## src/rtl/aes_pkg.sv

```systemverilog
// Shared AES constants, types and GF(2^8) helpers for the key-expansion slice.
// Provides the S-box as arithmetic (field inverse followed by the affine map).
package aes_pkg;

    localparam int unsigned AES_NUM_ROUNDS = 10;

    typedef logic [127:0] aes_block_t;

    typedef enum logic [1:0] {
        IDLE,
        EMIT,
        FIN
    } kexp_state_t;

    localparam logic [7:0] RCON [1:10] = '{
        8'h01, 8'h02, 8'h04, 8'h08, 8'h10, 8'h20, 8'h40, 8'h80, 8'h1b, 8'h36
    };

    // Indices outside 1..10 map to zero so an unused lookup never goes out of range.
    function automatic logic [7:0] rcon_lookup(input logic [3:0] r);
        logic [7:0] val;
        val = 8'h00;
        for (int i = 1; i <= 10; i++) begin
            if (r == 4'(i)) begin
                val = RCON[i];
            end
        end
        return val;
    endfunction

    function automatic logic [7:0] gf_mul(input logic [7:0] a, input logic [7:0] b);
        logic [7:0] p;
        logic [7:0] aa;
        p  = 8'h00;
        aa = a;
        for (int i = 0; i < 8; i++) begin
            if (b[i]) begin
                p = p ^ aa;
            end
            aa = {aa[6:0], 1'b0} ^ (aa[7] ? 8'h1b : 8'h00);
        end
        return p;
    endfunction

    // x^254 is the multiplicative inverse in GF(2^8), and maps 0 to 0.
    function automatic logic [7:0] sbox(input logic [7:0] x);
        logic [7:0] sq;
        logic [7:0] inv;
        logic [7:0] s;
        sq  = x;
        inv = 8'h01;
        for (int k = 1; k < 8; k++) begin
            sq  = gf_mul(sq, sq);
            inv = gf_mul(inv, sq);
        end
        s = inv ^ {inv[6:0], inv[7]} ^ {inv[5:0], inv[7:6]} ^ {inv[4:0], inv[7:5]}
            ^ {inv[3:0], inv[7:4]} ^ 8'h63;
        return s;
    endfunction

endpackage

```

## src/rtl/sub_word.sv

```systemverilog
// AES SubWord: applies the S-box to each byte of a 32-bit word.
module sub_word
    import aes_pkg::*;
(
    input  logic [31:0] word_i,
    output logic [31:0] word_o
);

    assign word_o[31:24] = sbox(word_i[31:24]);
    assign word_o[23:16] = sbox(word_i[23:16]);
    assign word_o[15:8]  = sbox(word_i[15:8]);
    assign word_o[7:0]   = sbox(word_i[7:0]);

endmodule

```

## src/rtl/key_expansion.sv

```systemverilog
// AES-128 round-key generator emitting rounds 0..NUM_ROUNDS over a valid/ready handshake.
// Optional KEY_EXP_STORE_EN adds a readable table of every emitted round key.
module key_expansion
    import aes_pkg::*;
#(
    parameter int unsigned regSize    = 32,
    parameter int unsigned NUM_ROUNDS = AES_NUM_ROUNDS
) (
    input  logic                  clk,
    input  logic                  rst_n,
    input  logic                  start,
    input  logic [4*regSize-1:0]  key_in,
    output logic                  rk_valid,
    input  logic                  rk_ready,
    output logic [4*regSize-1:0]  round_key,
    output logic [3:0]            round_idx,
    output logic                  busy,
    output logic                  done
`ifdef KEY_EXP_STORE_EN
    ,
    input  logic [3:0]            rd_idx,
    output logic [4*regSize-1:0]  rd_key
`endif
);

    localparam logic [3:0] LastIdx = 4'(NUM_ROUNDS);

    kexp_state_t state_q, state_d;
    aes_block_t  round_key_q, round_key_d;
    logic [3:0]  round_idx_q, round_idx_d;
    logic        done_q, done_d;

    logic [31:0] w0, w1, w2, w3;
    logic [31:0] rot_word, sub_out, t_word;
    logic [31:0] n0, n1, n2, n3;
    aes_block_t  next_key;
    logic        handshake;

    assign w0 = round_key_q[127:96];
    assign w1 = round_key_q[95:64];
    assign w2 = round_key_q[63:32];
    assign w3 = round_key_q[31:0];

    assign rot_word = {w3[23:0], w3[31:24]};

    sub_word u_sub_word (
        .word_i(rot_word),
        .word_o(sub_out)
    );

    assign t_word   = sub_out ^ {rcon_lookup(4'(round_idx_q + 4'd1)), 24'h000000};
    assign n0       = w0 ^ t_word;
    assign n1       = w1 ^ n0;
    assign n2       = w2 ^ n1;
    assign n3       = w3 ^ n2;
    assign next_key = {n0, n1, n2, n3};

    assign handshake = (state_q == EMIT) && rk_ready;

    always_comb begin
        state_d     = state_q;
        round_key_d = round_key_q;
        round_idx_d = round_idx_q;
        done_d      = 1'b0;
        unique case (state_q)
            IDLE: begin
                if (start) begin
                    round_key_d = key_in;
                    round_idx_d = 4'd0;
                    state_d     = EMIT;
                end
            end
            EMIT: begin
                if (handshake) begin
                    if (round_idx_q == LastIdx) begin
                        done_d  = 1'b1;
                        state_d = FIN;
                    end else begin
                        round_key_d = next_key;
                        round_idx_d = 4'(round_idx_q + 4'd1);
                    end
                end
            end
            FIN: begin
                state_d = IDLE;
            end
            default: begin
                state_d = IDLE;
            end
        endcase
    end

    always_ff @(posedge clk) begin
        if (!rst_n) begin
            state_q     <= IDLE;
            round_key_q <= '0;
            round_idx_q <= 4'd0;
            done_q      <= 1'b0;
        end else begin
            state_q     <= state_d;
            round_key_q <= round_key_d;
            round_idx_q <= round_idx_d;
            done_q      <= done_d;
        end
    end

    assign rk_valid  = (state_q == EMIT);
    assign round_key = round_key_q;
    assign round_idx = round_idx_q;
    assign busy      = (state_q != IDLE);
    assign done      = done_q;

`ifdef KEY_EXP_STORE_EN
    aes_block_t table_q [0:NUM_ROUNDS];

    always_ff @(posedge clk) begin
        if (!rst_n) begin
            for (int i = 0; i <= int'(NUM_ROUNDS); i++) begin
                table_q[i] <= '0;
            end
        end else if (handshake) begin
            table_q[round_idx_q] <= round_key_q;
        end
    end

    assign rd_key = (rd_idx <= LastIdx) ? table_q[rd_idx] : '0;
`endif

endmodule
```

## config.mk

```make
export PLATFORM = sky130hd
export DESIGN_NAME = key_expansion
export DESIGN_NICKNAME = d
export VERILOG_FILES = /design/src/rtl/aes_pkg.sv /design/src/rtl/sub_word.sv /design/src/rtl/key_expansion.sv
export SDC_FILE = /design/constraint.sdc
export NUM_CORES = 2
export LEC_CHECK = 0
export CORE_ASPECT_RATIO = 1.4
export CORE_MARGIN = 5
export CORE_UTILIZATION = 57
export DETAILED_ROUTE_END_ITERATION = 7
export PLACE_DENSITY = 0.75
export SYNTH_ARGS = -nofsm -noshare
export SYNTH_HDL_FRONTEND = slang
export SYNTH_HIERARCHICAL = 1
export SYNTH_SLANG_ARGS = --single-unit
```

## constraint.sdc

```tcl
create_clock -name clk -period 46.8 [get_ports clk]
set_input_delay 7.02 -clock clk [delete_from_list [all_inputs] [get_ports clk]]
set_output_delay 7.02 -clock clk [all_outputs]
set_load 0.005 [all_outputs]
```

==> metrics.cfg <==
[logic_synthesis]
synth_xor_area_share_pct=43.8
async_flop_share_pct=0
synth-seq-cells=135
synthMuxAreaShare_pct=4.08
synth_top_family_by_area=XOR/XNOR gates
synth-adder-area-share_pct=0.737
netlist_area_um2=65500
yosysTopAreaCell=xnor2_1
synthTopCellsByArea=xnor2_1 (21%), xnor3_1 (9.2%), nor2_1 (7.1%)
synth_compound_area_share_pct=19.7
synth-main-ff-cell=dfxtp_1
yosys_warnings=6
ys_seq_area_share_pct=4.12
synth.distinct_cells=128
synth_top_area_share_pct=20.9
syn_avg_cell_area_um2=7.25
syn_nets=9203
synth_edf_count=0
yosys.area_share.simple_pct=22.8
synthCells=9038

[critical_path]
worst_path_max_delay_cell=dfxtp_1
worstReg2RegStart=round_key[31]$_SDFFE_PN0P_
setup.worst_path.class=register to register
r2r_slack_ns=26.32
cp.arrival_ns=20.91
cpMostUsedCell=xnor2_1
worstPathRequired_ns=47.24
slowest_delay_ns=0.87
start_kind=register
worst_r2r_path_depth=59
setup.worst_path.end_class=register
r2r-end=round_key[0]$_SDFFE_PN0P_
crit_fanout=27

[sta]
max_freq_ghz=0.0488
setup_viol=0
final.setup.tns_ns=0
finalCritPeriodShare_pct=43.8
hold_viol=0
drv_slew=0
min_period_ns=20.48
fin_skew_ns=0.0287
rsz0062_at_grt=no
worst_slew_pin_slew_ns=1.22
max_slew_margin_pct=18.3

[floorplanning]
floorplan.initialDensity_pct=57.3
fp.dieW_um=297
row_count=147
die_area_um2=122000
core_area_um2=114000
ioPinCount=267
die_h_um=411

[placed_design]
finalWeightedCongestion=1.02
port_buffers=266
hpwl_um=158000

[drt]
routed_via_density=6.38
vias=66700
drt_iter0_drc=6939
drt_pre_antenna_iters=8
drc=0
wl_um=216000
wire_per_inst_um=20.6
ant_nets=0

[global_routing]
first_global_vias=62900
grt_max_degree=82
grt_antenna_before_repair=6
grt_pass1_wl_um=340000
gr-total-overflow=0
grt_usage_pct=33.4

[clock_network]
clk_pin_slew_ns=0.08
insertion_delay_ns=0.53
cts_buffers=17
root_buffer=clkbuf_16
cts_tree=yes
post_cts_buffers=0
cts_buffer_depth=2
hold_buffers=0
ctsResizeCount=0
clkSinkCount=135
htreeDepth=4

[hold_path]
hold_end=round_key[78]$_SDFFE_PN0P_
hold_class=register to register
hold_path_depth=2
hold_start=round_key[78]$_SDFFE_PN0P_

[finish]
drive_gt1_share_pct=8.17
num-nets-final=9119
syn2layout_area_growth_pct=7.32
area.sequential_um2=2710
fill_cells=10500
multi_input_area_um2=60100

[flow_run]
max-cap-violations=0

[run_status]
status=finished clean

-- critical path, delay by kind of cell (launching register included) --
family,cells,cell delay [ns]
xor+xnor,16,7.16
compound gates,16,5.13
simple gates,16,3.50
fa+ha+maj,4,1.77
mux,4,1.04
buf+inv,3,0.91
flops,1,0.87
-- state kept, by name (all words and copies together), names as in the netlist --
name,count
done,1
state_q,2
round_key,128
round_idx,4
-- Yosys cell counts (24+ instances only) --
cell / instances
a31oi_1: 94
xor2_2: 43
xor3_1: 40
mux2i_1: 198
xnor3_2: 32
nand2_1: 1028
a32oi_1: 24
ha_1: 33
nor3_1: 246
a211oi_1: 86
buf_4: 39
inv_1: 78
a211o_1: 31
and3_1: 46
a221oi_1: 33
buf_1: 44
or2_2: 29
nand2b_1: 52
mux2_2: 50
xnor2_2: 102
dfxtp_1: 135
o221ai_1: 33
nand4_1: 67
xnor2_1: 1567
a21o_1: 37
and2_1: 87
o211ai_1: 82
nor2_1: 1242
buf_2: 135
nor3b_1: 38
o31ai_1: 87
a22oi_1: 44
nor4_1: 38
o21ai_0: 401
xor2_1: 453
or3_1: 64
o21ai_1: 43
xnor3_1: 268
o22ai_1: 129
nor2b_1: 52
a21oi_1: 536
clkbuf_1: 402
o21a_1: 29
nand3_1: 256
-- worst max-delay path by stage --
stage,from,end,slack (ns),cells past startpoint
after CTS,round_key[31]$_SDFFE_PN0P_,round_key[0]$_SDFFE_PN0P_,26.63,59
after global placement,round_key[31]$_SDFFE_PN0P_,round_key[0]$_SDFFE_PN0P_,26.93,59
final,round_key[31]$_SDFFE_PN0P_,round_key[0]$_SDFFE_PN0P_,26.32,59
after floorplan,round_key[8]$_SDFFE_PN0P_,round_key[84]$_SDFFE_PN0P_,30.90,70
after detailed placement,round_key[31]$_SDFFE_PN0P_,round_key[0]$_SDFFE_PN0P_,26.74,58
after global routing,round_key[31]$_SDFFE_PN0P_,round_key[0]$_SDFFE_PN0P_,24.96,58
-- layout make-up --
type | instances | share of cell area [%]
multi-input combinational | 8171 | 85.5
timing repair buffer | 525 | 6.55
antenna | 2 | 0.00711
inverter | 104 | 0.564
clock inverter | 15 | 0.283
tap | 1490 | 2.65
clock buffer | 17 | 0.605
sequential | 135 | 3.85
-- per-stage QoR --
stage                     hold WS, ns  instance area [um2]  instances  utilization, %  worst slack [ns]
after floorplan                 0.443                65500       9038               -             30.90
after global placement          0.466                69700      10400            60.9             26.93
final                           0.483                70300      10500            61.5             26.32
after CTS                       0.487                70300      10500            61.5             26.63
after detailed placement        0.477                69700      10400            60.9             26.74
after global routing            0.507                70300      10500            61.5             24.96
-- placed cells by master (no fill, tap or decap), types with 32 or more instances in the layout --
| cell type | n |
|---|---|
| a211oi_1 | 86 |
| a21o_1 | 37 |
| a21oi_1 | 536 |
| a221oi_1 | 33 |
| a22oi_1 | 44 |
| a31oi_1 | 94 |
| and2_1 | 87 |
| and3_1 | 46 |
| buf_4 | 259 |
| clkdlybuf4s50_1 | 266 |
| dfxtp_1 | 134 |
| ha_1 | 33 |
| inv_1 | 77 |
| mux2_2 | 50 |
| mux2i_1 | 198 |
| nand2_1 | 1028 |
| nand2b_1 | 50 |
| nand3_1 | 256 |
| nand4_1 | 67 |
| nor2_1 | 1241 |
| nor2b_1 | 51 |
| nor3_1 | 246 |
| nor3b_1 | 38 |
| nor4_1 | 38 |
| o211ai_1 | 82 |
| o21ai_0 | 400 |
| o21ai_1 | 43 |
| o221ai_1 | 33 |
| o22ai_1 | 129 |
| o31ai_1 | 87 |
| or3_1 | 64 |
| xnor2_1 | 1524 |
| xnor2_2 | 145 |
| xnor3_1 | 268 |
| xnor3_2 | 32 |
| xor2_1 | 446 |
| xor2_2 | 49 |
| xor3_1 | 40 |
-- cells by family after synthesis --
logic type,count (synthesis)
AO/OA/AOI/OAI,1988
XOR/XNOR,2540
adder cells (fa/ha/maj),40
buffers and inverters,732
flip-flops,135
multiplexers,257
AND/OR/NAND/NOR,3346
-- layer usage --
layer,GRT usage (%),share of wire (%)
met2,56.1,47
met1,42.2,40
met3,5.44,8.8
met5,0,0.012
met4,14.7,4.6
Power is left out: the tool's default activity adds up to more than one toggle a clock period on the data nets, which glitch-free logic cannot reach.
